[config.mk]
export PLATFORM = sky130hd
export DESIGN_NAME = dec_stream_loader
export DESIGN_NICKNAME = d
export VERILOG_FILES = /design/src/rtl/dec_stream_loader.sv
export SDC_FILE = /design/constraint.sdc
export NUM_CORES = 1
export LEC_CHECK = 0
export BUFFER_PORTS_ARGS = -buffer_cell sky130_fd_sc_hd__buf_2
export CORE_MARGIN = 10
export CORE_UTILIZATION = 32
export CTS_CLUSTER_DIAMETER = 60
export DETAILED_ROUTE_END_ITERATION = 6
export PLACE_DENSITY_LB_ADDON = 0.1
export RECOVER_POWER = 25
export SETUP_SLACK_MARGIN = 0.02
export SLEW_MARGIN = 20
export SYNTH_ARGS = -nofsm -noshare
export SYNTH_HDL_FRONTEND = slang
export SYNTH_SLANG_ARGS = --single-unit
export TNS_END_PERCENT = 1
[constraint.sdc]
create_clock -name clk -period 2.2 [get_ports clk]
set_clock_uncertainty 0.05 [all_clocks]
set_input_delay 0.22 -clock clk [delete_from_list [all_inputs] [get_ports clk]]
set_output_delay 0.22 -clock clk [all_outputs]
set_load 0.01 [all_outputs]
[src/rtl/dec_stream_loader.sv]
// dec_stream_loader
//   Host-side front end of the DEC decision-tree accelerator. Takes a flat
//   byte stream over a valid/ready link. The stream holds the tree parameters
//   (feature indices, thresholds, children), followed by sample features.
//   The block re-packs the stream into DEC's parallel load words: mode,
//   address, eight feature lanes and a sample ID.
//
// Ports
//   clk, rst_n           clock, asynchronous active-low reset
//   start, skip_params   start a run (IDLE/DONE only); skip_params jumps to samples
//   s_valid/s_data/s_ready   byte stream input
//   dec_ready            DEC input_ready
//   dec_valid, dec_mode, dec_data_0..7, dec_id   load word towards DEC
//   busy, done           run status
module dec_stream_loader #(
   parameter int NUM_FEATURE = 8,
   parameter int NUM_NODE    = 11,
   parameter int NUM_DATA    = 2874,
   parameter int ID_W        = 12
) (
   input  logic            clk,
   input  logic            rst_n,
   input  logic            start,
   input  logic            skip_params,
   input  logic            s_valid,
   input  logic [7:0]      s_data,
   output logic            s_ready,
   input  logic            dec_ready,
   output logic            dec_valid,
   output logic [1:0]      dec_mode,
   output logic [7:0]      dec_data_0,
   output logic [7:0]      dec_data_1,
   output logic [7:0]      dec_data_2,
   output logic [7:0]      dec_data_3,
   output logic [7:0]      dec_data_4,
   output logic [7:0]      dec_data_5,
   output logic [7:0]      dec_data_6,
   output logic [7:0]      dec_data_7,
   output logic [ID_W-1:0] dec_id,
   output logic            busy,
   output logic            done
);

   typedef enum logic [2:0] {
      ST_IDLE, ST_LD_FEA, ST_LD_THD, ST_LD_CHILD, ST_LD_DATA, ST_DRAIN, ST_DONE
   } state_t;

   localparam logic [8:0]      LAST_NODE   = 9'(NUM_NODE - 1);
   localparam logic [8:0]      LAST_CHILD  = 9'(2 * NUM_NODE - 1);
   localparam logic [2:0]      LAST_BYTE   = 3'(NUM_FEATURE - 1);
   localparam logic [ID_W-1:0] LAST_SAMPLE = ID_W'(NUM_DATA - 1);
   localparam logic [ID_W-1:0] ONE_ID      = ID_W'(1);

   state_t          state_reg, state_next;
   logic [8:0]      idx_reg;
   logic [2:0]      byte_cnt_reg;
   logic [ID_W-1:0] sample_cnt_reg;
   logic [7:0]      gather_reg [0:NUM_FEATURE-2];
   logic [7:0]      lane_reg   [0:NUM_FEATURE-1];
   logic            valid_reg;
   logic [1:0]      mode_reg;
   logic [ID_W-1:0] id_reg;

   logic in_param, out_free, accept, xfer, start_ok;
   logic load_param, load_data, gather_wr, idx_wrap;
   logic [1:0] param_mode;

   assign in_param   = (state_reg == ST_LD_FEA) || (state_reg == ST_LD_THD) ||
                       (state_reg == ST_LD_CHILD);
   // Single-entry output register: free when empty or emptying this edge.
   assign out_free   = !valid_reg || dec_ready;
   assign accept     = s_valid && s_ready;
   assign xfer       = valid_reg && dec_ready;
   assign start_ok   = start && ((state_reg == ST_IDLE) || (state_reg == ST_DONE));
   assign load_param = accept && in_param;
   assign gather_wr  = accept && (state_reg == ST_LD_DATA);
   // The last feature byte of a sample completes the word.
   assign load_data  = gather_wr && (byte_cnt_reg == LAST_BYTE);
   assign idx_wrap   = idx_reg == ((state_reg == ST_LD_CHILD) ? LAST_CHILD : LAST_NODE);
   assign param_mode = (state_reg == ST_LD_FEA) ? 2'b00 :
                       (state_reg == ST_LD_THD) ? 2'b01 : 2'b10;

   // State register
   always_ff @(posedge clk or negedge rst_n) begin
      if (!rst_n) state_reg <= ST_IDLE;
      else        state_reg <= state_next;
   end

   // Next-state logic
   always_comb begin
      state_next = state_reg;
      case (state_reg)
         ST_IDLE, ST_DONE:
            if (start) state_next = skip_params ? ST_LD_DATA : ST_LD_FEA;
         ST_LD_FEA:   if (load_param && idx_wrap) state_next = ST_LD_THD;
         ST_LD_THD:   if (load_param && idx_wrap) state_next = ST_LD_CHILD;
         ST_LD_CHILD: if (load_param && idx_wrap) state_next = ST_LD_DATA;
         ST_LD_DATA:  if (load_data && (sample_cnt_reg == LAST_SAMPLE)) state_next = ST_DRAIN;
         ST_DRAIN:    if (xfer) state_next = ST_DONE;
         default:     state_next = ST_IDLE;
      endcase
   end

   // Output logic
   always_comb begin
      s_ready = 1'b0;
      busy    = 1'b1;
      done    = 1'b0;
      case (state_reg)
         ST_IDLE:  busy = 1'b0;
         ST_DONE: begin
            busy = 1'b0;
            done = 1'b1;
         end
         ST_LD_FEA, ST_LD_THD, ST_LD_CHILD: s_ready = out_free;
         // Only the completing byte needs the output register.
         ST_LD_DATA: s_ready = (byte_cnt_reg != LAST_BYTE) || out_free;
         ST_DRAIN:   s_ready = 1'b0;
         default:    busy = 1'b0;
      endcase
   end

   // Counters, gather buffer and output word register
   always_ff @(posedge clk or negedge rst_n) begin
      if (!rst_n) begin
         idx_reg        <= '0;
         byte_cnt_reg   <= '0;
         sample_cnt_reg <= '0;
         valid_reg      <= 1'b0;
         mode_reg       <= '0;
         id_reg         <= '0;
         for (int i = 0; i < NUM_FEATURE - 1; i++) gather_reg[i] <= '0;
         for (int i = 0; i < NUM_FEATURE; i++)     lane_reg[i]   <= '0;
      end else begin
         if (start_ok) begin
            idx_reg        <= '0;
            byte_cnt_reg   <= '0;
            sample_cnt_reg <= '0;
         end else begin
            if (load_param) idx_reg <= idx_wrap ? 9'd0 : idx_reg + 9'd1;
            if (gather_wr)  byte_cnt_reg <= (byte_cnt_reg == LAST_BYTE) ? 3'd0 : byte_cnt_reg + 3'd1;
            if (load_data)  sample_cnt_reg <= sample_cnt_reg + ONE_ID;
         end

         for (int i = 0; i < NUM_FEATURE - 1; i++)
            if (gather_wr && (byte_cnt_reg == 3'(i))) gather_reg[i] <= s_data;

         if (load_param || load_data) valid_reg <= 1'b1;
         else if (xfer)               valid_reg <= 1'b0;

         if (load_param) begin
            mode_reg    <= param_mode;
            lane_reg[0] <= s_data;
            lane_reg[1] <= idx_reg[7:0];
            lane_reg[2] <= (state_reg == ST_LD_CHILD) ? {7'b0, idx_reg[8]} : 8'd0;
            for (int i = 3; i < NUM_FEATURE; i++) lane_reg[i] <= '0;
            id_reg      <= '0;
         end else if (load_data) begin
            mode_reg <= 2'b11;
            for (int i = 0; i < NUM_FEATURE - 1; i++) lane_reg[i] <= gather_reg[i];
            lane_reg[NUM_FEATURE-1] <= s_data;
            id_reg   <= sample_cnt_reg + ONE_ID;
         end
      end
   end

   assign dec_valid  = valid_reg;
   assign dec_mode   = mode_reg;
   assign dec_id     = id_reg;
   assign dec_data_0 = lane_reg[0];
   assign dec_data_1 = lane_reg[1];
   assign dec_data_2 = lane_reg[2];
   assign dec_data_3 = lane_reg[3];
   assign dec_data_4 = lane_reg[4];
   assign dec_data_5 = lane_reg[5];
   assign dec_data_6 = lane_reg[6];
   assign dec_data_7 = lane_reg[7];

endmodule
==> reports/results.ini <==
[final_layout]
largest_reg_flops = 56
finalCoreUtilization_pct = 40.92
layout-drive-gt1-share_pct = 30.81
fillers = 1983
seq_area_mm2 = 0.004054
final_nets = 724
diodes = 0
layout.cells.most_common_list = 162 x dfrtp_1, 94 x buf_2, 70 x nand2_1, 47 x a22o_1, 32 x mux2_2
multi_input_comb_area_mm2 = 0.002713
final_common_cell = dfrtp_1
syn2layout_area_growth_pct = 24.65

[status]
violations = capacitance limit, slew limit
status = complete, but fails checks

[routing]
vias = 5059
wl_per_cell_um = 18.77
drc = 0
drt-pass1-iter-count = 5
vias_per_cell = 5.115
drt_iter0_drc = 298
final_antenna_net_count = 0
wirelength_um = 18570

[global_routing]
grt_start_max_net_pins = 66
grt_pass1_wl_um = 30320
overflow = 0
grt_pass1_vias = 5334
antenna_found_initial = 0
grtUsageTotal_pct = 13.33

[clock_tree]
cts_tree = built
clkTransAtPathRegs_ns = 0.06
cts_inserted_buffers = 17
clk_path_buf_depth = 2
clock_latency_ns = 0.43
cts_root_buf = clkbuf_16
h-tree-depth = 4
cts_sinks = 162

[sta]
tightestPinTransition_ns = 1.536
layout_min_cycle_time_ns = 2.122
hold_viol_final = 0
fin_crit_sh_pct = 96.44
max_slew_margin_pct = -2.389
fmax_ghz = 0.4713
setup_viol = 0
rsz0062_at_grt = yes
drv_slew = 57
setup_tns_ns = 0

[synth]
synthArstFlopShare_pct = 100.0
synth_top_family_by_area = compound AO/OA/AOI/OAI gates
synth_cell_types = 58
synth-edff-count = 0
syn_avg_cell_area_um2 = 11.87
synth_top_flop_cell = dfrtp_1
synth_compound_area_share_pct = 14.11
yosys.area_share.adder_pct = 1.622
syn_inst = 585
mappedNetlistArea_mm2 = 0.006944
synth_nets = 608
netlist.area_leader.share_pct = 58.38
ys_ff_latch = 162
synth.area.mux_share_pct = 9.081
ys_seq_area_share_pct = 58.38
synth_xor_area_share_pct = 1.892
yosys.area_share.simple_pct = 12.02
synth.yosys.warnings = 0
synthTopCellsByArea = dfrtp_1 58%, a22o_1 5.9%, mux2_2 5.2%, mux2_1 3.9%, nand2_1 3.8%
synth.largest_area_cell = dfrtp_1

[die]
die_area_mm2 = 0.02799
num_io_pins = 96
rows = 53
die_w_um = 167.3
core_area_mm2 = 0.02115
start_util_pct = 32.83
die_h_um = 167.3

[setup_path]
worstSetupStartpoint = byte_cnt_reg[0]
crit_path_cell_trace = ha_1 -> ha_2 -> a211oi_4 -> buf_6 -> or2_2 -> buf_2
crit_path_max_fanout = 3
arrival_ns = 1.85
crit_required_ns = 1.93
critPathMaxStageDelay_ns = 0.37
cp-start-kind = register
crit_type = register to primary output
slowest_stage = dfrtp_1
r2r-start = byte_cnt_reg[0]
cp-end-kind = primary output

[min_path]
hold_start = start
hold_path.class = input port to register

[power_and_ir_drop]
cellPowerDensity_mw_per_mm2 = 1214
p_leak_nw = 4.223
max-vdd-ir-drop_uv = 574.9

[placed_design]
hpwl_um = 12680
port_buffers = 95
gp_congestion = 0.8158

[run]
maxCapViolCount = 1

## what timing repair did
action / CTS / global route
gates resized for setup: 3 / 3
hold buffers: 1 / 0
cloned: 0 / 0
setup buffers: 0 / 1
endpoints found under the setup margin: 1 / 18
hold endpoints to repair: 51 / 0
## routing by layer
layer	vias up	routed length [µm]	track usage (%)
li1	2342	-	-
met1	2582	8792	17.50
met2	120	8560	20.83
met3	15	1011	4.026
met4	0	201	3.634
met5	-	0	0
## cell usage after synthesis (2+ instances only)
library cell and count:
a211oi_1 3, a21oi_1 13, a22o_1 47, a22oi_1 15, a31oi_1 3, a41oi_1 2
and2_1 5, and3_1 3, buf_1 14, buf_2 8, clkbuf_1 18, dfrtp_1 162
ha_1 9, inv_1 9, mux2_1 24, mux2_2 32, nand2_1 70, nand2_4 3
nand2b_1 2, nand3_1 14, nand4_1 7, nand4b_1 2, nor2_1 24, nor2b_1 2
nor3_1 8, nor3b_1 3, nor4_4 2, o21ai_0 25, o21ai_1 9, o22ai_1 3
o31ai_1 2, or4_1 3, xnor2_1 8, xor2_1 7
## area by class of cell
type | instances | share of cell area, %
Clock buffer | 19 | 5.117
Clock inverter | 13 | 1.735
Inverter | 9 | 0.3903
Multi-Input combinational cell | 373 | 31.34
Sequential cell | 162 | 46.83
Tap cell | 275 | 3.975
Timing Repair Buffer | 138 | 10.61
## per-stage QoR
stage	cells	total power [mW]	area, µm²	setup WS, ns	hold slack (ns)
floorplan	585	6.258	6944	0.2134	-0.1256
global route	989	11.18	8656	0.0004781	0.09604
global placement	955	7.469	8030	0.1100	0.1811
CTS	988	10.62	8642	0.04202	0.06216
detailed placement	955	7.543	8030	0.06423	0.1909
finish	989	10.51	8656	0.07840	0.08614
## worst max-delay path, delay by kind of cell, from the launching register on
family | cells | cell delay (ns)
adder cells (fa/ha/maj) | 2 | 0.39
AND/OR/NAND/NOR | 1 | 0.31
flip-flops | 1 | 0.37
AO/OA/AOI/OAI | 1 | 0.07
buffers and inverters | 2 | 0.29
## final timing paths
path,depth (start not counted),slack (ns),to
setup / recovery,6,0.08,s_ready
hold / removal,3,0.09,state_reg[1]
setup reg to reg,8,0.10,gather_reg[2]
hold reg to reg,2,0.42,dec_data_1[5]
max in group asynchronous,3,0.33,gather_reg[31]
min in group asynchronous,2,0.65,dec_id[2]
## report_power, final
group          switching (mW)  internal (mW)  total [mW]
Clock                    1.26           1.73        2.99
Combinational            1.46           1.44        2.90
Sequential              0.629           3.98        4.61
## cell families after synthesis
group | count (synthesis)
AO/OA/AOI/OAI | 134
multiplexers | 56
buffers and inverters | 50
adder cells (fa/ha/maj) | 9
AND/OR/NAND/NOR | 159
flip-flops | 162
XOR/XNOR | 15
(Power assumes the default switching activity.)
